[src/rtl/snd_mix10.sv]
// Time-multiplexed channel mixer feeding the 10-bit sigma-delta DAC.
// One shared multiplier, serial accumulate, shift/saturate, excess-512 out.
module snd_mix10 #(
  parameter int NCH   = 4,
  parameter int W     = 12,
  parameter int GW    = 4,
  parameter int SHIFT = 6
) (
  input  logic              CLK,
  input  logic              Reset,
  input  logic              SMP_STB,
  input  logic [NCH*W-1:0]  CH_IN,
  input  logic [NCH*GW-1:0] GAIN,
  input  logic              MUTE,
  output logic [9:0]        OUT,
  output logic              VALID,
  output logic              BUSY,
  output logic              CLIP,
  output logic              OVR
);

  localparam int AW = W + GW + $clog2(NCH);
  localparam int IW = $clog2(NCH);

  localparam logic signed [AW-1:0] P_MAX = AW'(511);
  localparam logic signed [AW-1:0] P_MIN = -AW'(512);

  typedef enum logic [1:0] {
    S_IDLE,
    S_ACC,
    S_SAT
  } state_t;

  state_t r_state;
  state_t w_nxt;

  logic [NCH*W-1:0]  r_ch;
  logic [NCH*GW-1:0] r_gain;
  logic              r_mute;
  logic [IW-1:0]     r_idx;
  logic signed [AW-1:0] r_acc;
  logic [9:0]        r_out;
  logic              r_valid;
  logic              r_clip;
  logic              r_ovr;

  logic [W-1:0]         w_ch;
  logic [GW-1:0]        w_g;
  logic signed [AW-1:0] w_chx;
  logic signed [AW-1:0] w_gx;
  logic signed [AW-1:0] w_prod;
  logic signed [AW-1:0] w_s;
  logic [9:0]           w_c;
  logic                 w_clip;
  logic                 w_last;

  assign w_ch   = r_ch[r_idx*W +: W];
  assign w_g    = r_gain[r_idx*GW +: GW];
  // Gain is zero-extended so it can never act as a negative factor.
  assign w_chx  = {{(AW-W){w_ch[W-1]}}, w_ch};
  assign w_gx   = {{(AW-GW){1'b0}}, w_g};
  assign w_prod = w_chx * w_gx;
  assign w_s    = r_acc >>> SHIFT;
  assign w_last = (r_idx == IW'(NCH-1));

  always_comb begin
    w_c    = w_s[9:0];
    w_clip = 1'b0;
    unique case (1'b1)
      (w_s > P_MAX): begin
        w_c    = 10'h1FF;
        w_clip = 1'b1;
      end
      (w_s < P_MIN): begin
        w_c    = 10'h200;
        w_clip = 1'b1;
      end
      default: ;
    endcase
  end

  always_ff @(posedge CLK) begin
    if (Reset) r_state <= S_IDLE;
    else       r_state <= w_nxt;
  end

  always_comb begin
    w_nxt = r_state;
    unique case (r_state)
      S_IDLE:  if (SMP_STB) w_nxt = S_ACC;
      S_ACC:   if (w_last)  w_nxt = S_SAT;
      S_SAT:   w_nxt = S_IDLE;
      default: w_nxt = S_IDLE;
    endcase
  end

  always_ff @(posedge CLK) begin
    if (Reset) begin
      r_ch    <= '0;
      r_gain  <= '0;
      r_mute  <= 1'b0;
      r_idx   <= '0;
      r_acc   <= '0;
      r_out   <= 10'h200;
      r_valid <= 1'b0;
      r_clip  <= 1'b0;
      r_ovr   <= 1'b0;
    end else begin
      r_valid <= 1'b0;
      if (SMP_STB && r_state != S_IDLE) r_ovr <= 1'b1;
      unique case (r_state)
        S_IDLE: begin
          if (SMP_STB) begin
            r_ch   <= CH_IN;
            r_gain <= GAIN;
            r_mute <= MUTE;
            r_acc  <= '0;
            r_idx  <= '0;
          end
        end
        S_ACC: begin
          r_acc <= r_acc + w_prod;
          r_idx <= r_idx + 1'b1;
        end
        S_SAT: begin
          r_out   <= r_mute ? 10'h200 : {~w_c[9], w_c[8:0]};
          r_clip  <= r_mute ? 1'b0 : w_clip;
          r_valid <= 1'b1;
        end
        default: ;
      endcase
    end
  end

  assign OUT   = r_out;
  assign VALID = r_valid;
  assign BUSY  = (r_state != S_IDLE);
  assign CLIP  = r_clip;
  assign OVR   = r_ovr;

endmodule

[config.mk]
export PLATFORM = sky130hd
export DESIGN_NAME = snd_mix10
export DESIGN_NICKNAME = d
export VERILOG_FILES = /design/src/rtl/snd_mix10.sv
export SDC_FILE = /design/constraint.sdc
export NUM_CORES = 1
export LEC_CHECK = 0
export BUFFER_PORTS_ARGS = -buffer_cell sky130_fd_sc_hd__buf_2
export CAP_MARGIN = 20
export CORE_ASPECT_RATIO = 0.5
export CORE_MARGIN = 2
export CORE_UTILIZATION = 59
export CTS_BUF_LIST = sky130_fd_sc_hd__clkbuf_16
export DETAILED_ROUTE_END_ITERATION = 8
export PLACE_DENSITY = 0.9
export SYNTH_ARGS = -nofsm -noshare
export SYNTH_HDL_FRONTEND = slang
export SYNTH_SLANG_ARGS = --single-unit
[constraint.sdc]
create_clock -name CLK -period 5.05 [get_ports CLK]
set_clock_uncertainty 0.05 [all_clocks]
set_input_delay 0.2525 -clock CLK [delete_from_list [all_inputs] [get_ports CLK]]
set_output_delay 0.2525 -clock CLK [all_outputs]
set_load 0.02 [all_outputs]
**Word-level counts from Yosys, hierarchy flattened**

Index checks and enable logic that the tools add are counted.

- Bits in registers: 100
- Bits of input ports: 68

- Bitwise logic cells: 1
- Reduce and logical (&&, ||, !) cells: 8
- Add/subtract/negate cells: 2
- Equality and inequality tests: 5
- Shift operators: 2
- $mul: 2
- Mux-type cells: 12
- Magnitude comparators: 2

Operators with widths:

| cell | count |
|---|---|
| $shiftx A48 B7 Y12 | 1 |
| $pmux W18 S2 | 1 |
| $pmux W10 S2 | 1 |
| $add A18 B17 Y18 | 1 |
| $mux W18 | 1 |
| $mul A12 B5 Y17 | 1 |
| $shiftx A16 B5 Y4 | 1 |
| $gt A12 B10 Y1 const B | 1 |
| $lt A12 B10 Y1 const B | 1 |
| $mux W10 | 1 |
| $pmux W2 S2 | 2 |
| $mux W2 | 3 |
| $reduce_and A2 Y1 | 3 |
| $eq A2 B2 Y1 const B | 2 |
| $mul A2 B2 Y4 const B | 1 |
| $ne A2 B2 Y1 const B | 2 |
| $reduce_bool A2 Y1 | 2 |
| $mux W1 | 3 |
| $add A2 B1 Y2 const B | 1 |
| $eq A2 B1 Y1 const B | 1 |
| $logic_not A2 Y1 | 1 |
| $reduce_or A2 Y1 | 1 |
| $logic_and A1 B1 Y1 | 1 |
| $not A1 Y1 | 1 |

**Logic depth before layout (Yosys ltp)**

Gate-level depths: netlist of run 1.

- Depth in word-level cells: 5
- Mapped depth: 18
- Depth with buffers taken out: 16

**Least setup slack after synthesis of run 1**

OpenSTA, ideal clock, no wires.

- Kind: reg2reg
- From: register r_idx[0]
- To: register r_acc[15]
- Path buffers: 2
- Data required time: 4,873 ps
- Arrival: 4,401 ps
- Period minus slack after synthesis: 4,578 ps
- Setup slack: 472 ps
- Cell stages (with the launch flop): 17
- Library setup time: 127 ps
- Cells stage by stage: dfxtp_1 -> buf_4 -> buf_2 -> mux4_2 -> and2_1 -> fa_1 -> inv_1 -> fa_1 -> fa_1 -> inv_1 -> ha_1 -> a21oi_1 -> and2_4 -> o221ai_4 -> a221oi_2 -> or4_1 -> nand3_1

- Longest elaborated chain between the ends: 5
- Elaborated cells on any way between the ends: 6
- Those cells by class: add/sub: 1; mul: 2; shift: 2; mux: 1

RTL lines:

| what | line | RTL |
|---|---|---|
| from (decl) | 40 | `logic [IW-1:0] r_idx;` |
| from (signal assigned) | 123 | `r_idx <= r_idx + 1'b1;` |
| $mul A2 B2 Y4 | 57 | `assign w_ch = r_ch[r_idx*W +: W];` |
| $shiftx A48 B7 Y12 | 57 |  |
| $mul A12 B5 Y17 (*) | 62 | `assign w_prod = w_chx * w_gx;` |
| $add A18 B17 Y18 (*) | 122 | `r_acc <= r_acc + w_prod;` |
| $pmux W18 S2 (*) | 111 | `unique case (r_state)` |
| to (signal assigned) | 122 |  |
| to (decl) | 41 | `logic signed [AW-1:0] r_acc;` |

Every way passes the cells marked *; elsewhere a longest branch is shown, timed or not.
A chain may end at the register's enable or synchronous reset.

**Worst setup path after layout of run 1**

- From: register r_idx[0]
- To: register r_acc[14]

The elaborated chain is that of the path after synthesis.

==> run_results.csv, run 1 <==
group,metric,value,unit
logic_synthesis,yosys_warnings,0,
global_routing,grt_usage,28.29,%
drt,drt_iter0_drc,446,
worst_hold_path,hp-start,"CH_IN[32]",
final_layout,drive_gt1_share,16.07,%
floorplanning,io_pins,82,
setup_path,cp_common_cell,"fa_1",
drt,wl,15330,µm
setup_path,r2r_start,"r_idx[0]",
final_layout,layout.cells.non_filler,949,
setup_path,cp_cell_sequence,"buf_4, mux4_2, and2_2, fa_1, fa_1, inv_1, fa_1, inv_1, ha_1, a21oi_1, o21ai_0, a311o_1, a31oi_1, xor2_1, o21ai_0",
setup_path,path_buf_inv,3,
cts,cts.reportedPaths.clkPinSlew,0.08,ns
logic_synthesis,syn_inst,743,
placed_design,io_buffers,81,
floorplanning,rows,26,
cts,post_cts_buffers,0,
setup_path,critPathMaxStageDelay,0.60,ns
placed_design,placed_cell_area,6769,µm²
setup_path,cp-end-kind,"flip-flop",
logic_synthesis,synth_nets,890,
final_layout,finalInstanceArea,7099,µm²
global_routing,grt_pass1_wl,25710,µm
setup_path,worstPathArrival,4.99,ns
sta,drv_slew,0,
power_and_ir_drop,switching_share,29.66,%
floorplanning,dieArea,11550,µm²
global_routing,antenna_found_initial,0,
cts,h-tree-depth,3,
cts,numCtsBuffers,9,
drt,dr_total_vias,5346,
floorplanning,start_util,61.20,%
sta,fin_crit,4.816,ns
power_and_ir_drop,power.switching,0.5455,mW
global_routing,overflow,0,
outcome,outcome,"completed",
placed_design,dp.cells,932,
setup_path,required,5.22,ns
setup_path,critical_path.top_delay_family,"adder cells",
floorplanning,core,10280,µm²
cts,cts_buffer_depth,2,
drt,dr.pass1.iters,7,
final_layout,nets,951,
run,max_cap_viol_count,0,
power_and_ir_drop,p_leak,3.243,nW
drt,routedWlPerCell,16.15,µm
drt,viasPerCell,5.633,
logic_synthesis,ys_ff_latch,100,
sta,worst_pin_slew,0.8730,ns
power_and_ir_drop,p_comb_share,16.0,%
power_and_ir_drop,power.density,259.1,nW/µm²
setup_path,worstSetupStartpointType,"flip-flop",
sta,relSlewSlack,41.45,%
drt,route.detailed.drc,0,
drt,postRouteAntennaNets,0,
placed_design,gp_congestion,0.8795,
final_layout,syn2layout_area_growth,12.85,%
global_routing,grt_max_degree,76,
sta,fin_tns_setup,0,ns
cts,clkSinkCount,100,
logic_synthesis,synth_edf_count,0,
worst_hold_path,min-delay-path-class,"input port to flip-flop",
worst_hold_path,whs_path_depth,3,
sta,rsz0062_at_grt,"no",
power_and_ir_drop,vdd_drop_max,0.1751,mV
setup_path,reg2reg_slack,0.23,ns
floorplanning,dieWidth,150.0,µm
logic_synthesis,async_flop_share,0,%
power_and_ir_drop,p_clk_share,37.6,%
sta,max_freq,0.2076,GHz
sta,finalHoldViolations,0,
worst_hold_path,whs_endpoint,"r_ch[32]",
sta,finalSetupViolCount,0,
cts,ctsHoldBuffers,0,
logic_synthesis,yosysSeqAreaShare,31.82,%
setup_path,cp_slowest_cell,"mux4_2",
logic_synthesis,synth_area,6291,µm²
setup_path,rr_worst_depth,15,
final_layout,insertedDiodeCount,0,
setup_path,crit_type,"flip-flop to flip-flop",
global_routing,grt_pass1_vias,5356,
logic_synthesis,ys_types,41,
cts,root_buffer,"clkbuf_16",
setup_path,cp_max_fo,12,
power_and_ir_drop,internal-power,1.294,mW
logic_synthesis,avgSynthCellArea,8.467,µm²
floorplanning,die_h,77.02,µm
placed_design,hpwlAfterDp,11180,µm
power_and_ir_drop,p_seq_share,46.4,%
cts,cts_tree,"done",
setup_path,timing.rr.end,"r_acc[14]",
logic_synthesis,synth_ff_type,"dfxtp_1",
sta,period_share,95.37,%
cts,insertion_delay,0.36,ns
## synth_stat cells, types with 9 or more instances
master / number / area [µm²]
clkbuf_1: 28 / 105.1
ha_1: 37 / 462.9
and2_1: 47 / 294.0
nand3_1: 12 / 60.06
nand2_1: 170 / 638.1
inv_1: 75 / 281.5
fa_1: 42 / 840.8
dfxtp_1: 100 / 2002
mux4_2: 16 / 360.4
o21ai_0: 20 / 100.1
xor2_1: 9 / 78.83
a21oi_1: 106 / 530.5
nor2_1: 16 / 60.06
## state kept, by name, summed over array words and instances, names as in the netlist
| name | flops |
|---|---|
| r_ch | 48 |
| r_acc | 18 |
| r_gain | 16 |
| OUT | 10 |
| r_idx | 2 |
| r_state | 2 |
| CLIP | 1 |
| OVR | 1 |
| VALID | 1 |
| r_mute | 1 |
## metrics by stage
stage	worst slack [ns]	hold slack [ns]	util, %	total power, mW
after detailed placement	0.3203	0.3953	65.85	1.154
final	0.2336	0.07427	69.06	1.839
after floorplan	0.4720	0.3385	-	1.067
after global placement	0.4295	0.3861	65.85	1.140
after global routing	0.03159	0.08022	69.06	1.914
after CTS	0.2376	0.06962	68.82	1.835
## cell usage in the layout (no fill, tap or decap), drive strengths merged, types with 3 or more instances in the layout
master    n
nand2   170
nand4     3
nor3b     4
and2     48
clkinv    4
nor3      4
ha       37
a21oi   106
dfxtp   100
nor2b     3
nand2b    4
nand3    12
a31oi     3
xor2      9
a211oi    3
inv      77
clkbuf    9
buf      89
a21o      4
mux4     16
fa       42
nor2     16
o21ai    20
and3      4
xnor2     5
## worst max-delay path by stage
stage                      to      from  cells past startpoint
global placement    r_acc[14]  r_idx[0]                     15
floorplan           r_acc[15]  r_idx[0]                     16
finish              r_acc[14]  r_idx[0]                     15
global route        r_acc[14]  r_idx[0]                     15
detailed placement  r_acc[14]  r_idx[0]                     15
CTS                 r_acc[14]  r_idx[0]                     15
## layout make-up
cell class              instances  area (µm²)
repair buffers                 89       478.0
clock inverters                 7       80.08
fillers                       780        3181
inverters                      75       281.5
well taps                     140       175.2
clock buffers                   9       225.2
flip-flops and latches        100        2002
multi-input cells             529        3857
## tightest hold or removal path, cell delays in order
cell	delay, ns
buf_2	0.10
nand2_1	0.04
a21oi_1	0.05
## kinds of logic (layout without fill, tap and decap cells)
family,count (synthesis),after routing,share of synthesized area [%]
adder cells (fa/ha/maj),79,79,20.72
buffers and inverters,114,180,7.001
multiplexers,18,18,6.046
AND/OR/NAND/NOR,273,273,19.67
flip-flops,100,100,31.82
XOR/XNOR,14,14,1.949
AO/OA/AOI/OAI,145,145,12.79
## power by group through the flow
| stage | clock (mW) | combinational [mW] | sequential [mW] |
|---|---|---|---|
| floorplan | 0 | 0.206 | 0.861 |
| global placement | 0 | 0.272 | 0.868 |
| detailed placement | 0 | 0.283 | 0.871 |
| CTS | 0.695 | 0.288 | 0.852 |
| global route | 0.725 | 0.331 | 0.857 |
| finish | 0.691 | 0.295 | 0.854 |
## repair_timing
action / in CTS / in global routing
resized for setup: 0 / 2
setup endpoints to repair: 0 / 2
hold endpoints to repair: 0 / 0
## per-layer routing
layer	vias up	routed length, µm	global-route usage [%]
li1	2544	-	-
met1	2537	6687	37.81
met2	236	7052	46.12
met3	29	1311	6.905
met4	0	275	7.830
met5	-	0	0
Power figures use the tool's default switching activity.
==> run 2: changes to the inputs <==
--- a/config.mk
+++ b/config.mk
@@ -7,7 +7,7 @@
 export LEC_CHECK = 0
 export BUFFER_PORTS_ARGS = -buffer_cell sky130_fd_sc_hd__buf_2
 export CAP_MARGIN = 20
-export CORE_ASPECT_RATIO = 0.5
+export CORE_ASPECT_RATIO = 0.7
 export CORE_MARGIN = 2
 export CORE_UTILIZATION = 59
 export CTS_BUF_LIST = sky130_fd_sc_hd__clkbuf_16
==> run 2 against run 1 <==
Largest power group unchanged. Global-route usage shrank 1.5 points. Highest routed layer unchanged. First-iteration DRC count grew 4.3%. Combinational power shrank 2%. Final area shrank 0.74%. Clock-buffer cell count is the same. Critical endpoint unchanged. Hold slack gained 0.0091 ns. Clock power shrank 5.2%. Core utilization shrank 1.0 points.
==> run_results.csv, run 2 (same netlist as run 1, synthesis figures left out) <==
group,metric,value,unit
power_and_ir_drop,p_leak,3.228,nW
final_layout,drive_gt1_share,15.97,%
drt,viasPerCell,5.643,
sta,relSlewSlack,28.32,%
power_and_ir_drop,p_comb_share,16.1,%
cts,insertion_delay,0.35,ns
cts,root_buffer,"clkbuf_16",
final_layout,insertedDiodeCount,0,
setup_path,worstPathArrival,5.00,ns
sta,worst_slack,0.2212,ns
final_layout,final_cell_mix,"nand2_1, a21oi_1, dfxtp_1",
floorplanning,dieWidth,127.4,µm
global_routing,grt_pass1_vias,5189,
sta,max_freq,0.2071,GHz
sta,fin_crit,4.829,ns
placed_design,io_buffers,81,
setup_path,cp_slowest_cell,"mux4_2",
final_layout,finalInstanceArea,7047,µm²
power_and_ir_drop,power.switching,0.5220,mW
floorplanning,die_h,90.40,µm
global_routing,grt_pass1_wl,24610,µm
final_layout,top_register,"r_ch",
sta,period_share,95.62,%
power_and_ir_drop,p_clk_share,36.4,%
sta,fin_tns_setup,0,ns
setup_path,reg2reg_slack,0.22,ns
final_layout,largest_register_ffs,48,
setup_path,worstSetupStartpointType,"flip-flop",
cts,numCtsBuffers,9,
worst_hold_path,min-delay-path-class,"input port to flip-flop",
power_and_ir_drop,power.density,255.5,nW/µm²
power_and_ir_drop,p_seq_share,47.5,%
drt,routedWlPerCell,15.70,µm
floorplanning,core,10360,µm²
drt,route.detailed.drc,0,
sta,worst_pin_slew,1.067,ns
sta,finalHoldViolations,0,
setup_path,crit_type,"flip-flop to flip-flop",
final_layout,largestRegisters,"r_ch (48), r_acc (18), r_gain (16)",
floorplanning,io_pins,82,
cts,cts_buffer_depth,2,
power_and_ir_drop,switching_share,28.99,%
power_and_ir_drop,internal-power,1.279,mW
placed_design,dp_slack,0.2899,ns
global_routing,grt_usage,26.82,%
sta,rsz0062_at_grt,"no",
drt,postRouteAntennaNets,0,
floorplanning,dieArea,11520,µm²
cts,ctsHoldBuffers,0,
placed_design,gp_congestion,0.8897,
setup_path,critPathMaxStageDelay,0.64,ns
global_routing,grt_max_degree,77,
setup_path,required,5.22,ns
floorplanning,start_util,60.75,%
worst_hold_path,whs_path_depth,3,
setup_path,r2r_start,"r_idx[0]",
drt,routed.top_layer,"met4",
cts,cts_tree,"done",
setup_path,cp_cell_sequence,"buf_4, mux4_2, and2_2, fa_1, fa_1, inv_1, fa_1, inv_1, ha_1, a21oi_1, o21ai_0, a311o_1, a31oi_1, xor2_1, o21ai_0",
worst_hold_path,hp-start,"CH_IN[16]",
drt,dr_wl_met3,1119,µm
drt,dr.pass1.iters,6,
setup_path,cp_common_cell,"fa_1",
sta,drv_slew,0,
final_layout,nets,950,
worst_hold_path,whs_endpoint,"r_ch[16]",
outcome,outcome,"completed",
drt,drt_iter0_drc,465,
drt,dr_total_vias,5304,
run,max_cap_viol_count,0,
drt,wl,14750,µm
final_layout,layout_commonest_cell,"nand2_1",
setup_path,rr_worst_depth,15,
global_routing,overflow,0,
sta,finalSetupViolCount,0,
final_layout,syn2layout_area_growth,12.01,%
floorplanning,rows,31,
cts,h-tree-depth,3,
setup_path,worstSetupStartpoint,"r_idx[0]",
power_and_ir_drop,vdd_drop_max,0.1784,mV
setup_path,cp-end-kind,"flip-flop",
global_routing,antenna_found_initial,0,
drt,wl_met1,6521,µm
placed_design,hpwlAfterDp,11000,µm
cts,cts.reportedPaths.clkPinSlew,0.07,ns
drt,wl_met2,6817,µm
setup_path,cp_max_fo,12,
placed_design,placed_cell_area,6759,µm²
cts,clkSinkCount,100,
setup_path,timing.rr.end,"r_acc[14]",
-- run 2: critical path, delay by kind of cell, from the launching register on --
family | cells | cell delay, ns
buffers and inverters | 3 | 0.28
and+or+nand+nor | 1 | 0.33
DFF | 1 | 0.36
muxes | 1 | 0.64
adders and majority gates | 4 | 1.89
xor gates and xnor gates | 1 | 0.18
AOI/OAI and AO/OA | 5 | 0.97
-- run 2: repair_timing --
action / 4_1_cts / 5_1_grt
setup buffers: 0 / 0
setup endpoints to repair: 0 / 2
resized for setup: 0 / 4
-- run 2: layout make-up --
type | instances | area (µm²)
fill | 776 | 3309
timing repair buffer | 88 | 461.7
tap | 132 | 165.2
inverter | 75 | 281.5
sequential | 100 | 2002
multi-input combinational | 529 | 3860
clock buffer | 9 | 225.2
clock inverter | 7 | 51.30
-- run 2: worst max-delay path by stage --
stage,to,depth (start not counted)
floorplan,r_acc[15],16
global placement,r_acc[14],15
detailed placement,r_acc[14],15
CTS,r_acc[14],15
global route,r_acc[14],15
finish,r_acc[14],15
-- run 2: per-layer routing --
metal	up-vias	track usage, %
li1	2546	-
met5	-	0
met1	2518	36.65
met4	0	8.333
met3	38	5.806
met2	202	42.83
-- run 2: power groups by stage --
stage / logic [mW] / clock network [mW] / registers [mW]
floorplan: 0.206 / 0 / 0.861
global placement: 0.272 / 0 / 0.871
detailed placement: 0.283 / 0 / 0.872
CTS: 0.288 / 0.659 / 0.854
global route: 0.327 / 0.690 / 0.858
finish: 0.290 / 0.655 / 0.856
-- run 2: stage by stage --
stage          hold slack (ns)  instances  power (mW)  utilization [%]
2_1_floorplan           0.3385        743       1.067                -
3_3_place_gp            0.3877        924       1.143            65.27
3_5_place_dp            0.3909        924       1.155            65.27
4_1_cts                0.08147        940       1.801            67.94
5_1_grt                0.08388        940       1.876            68.04
6_report               0.08339        940       1.801            68.04
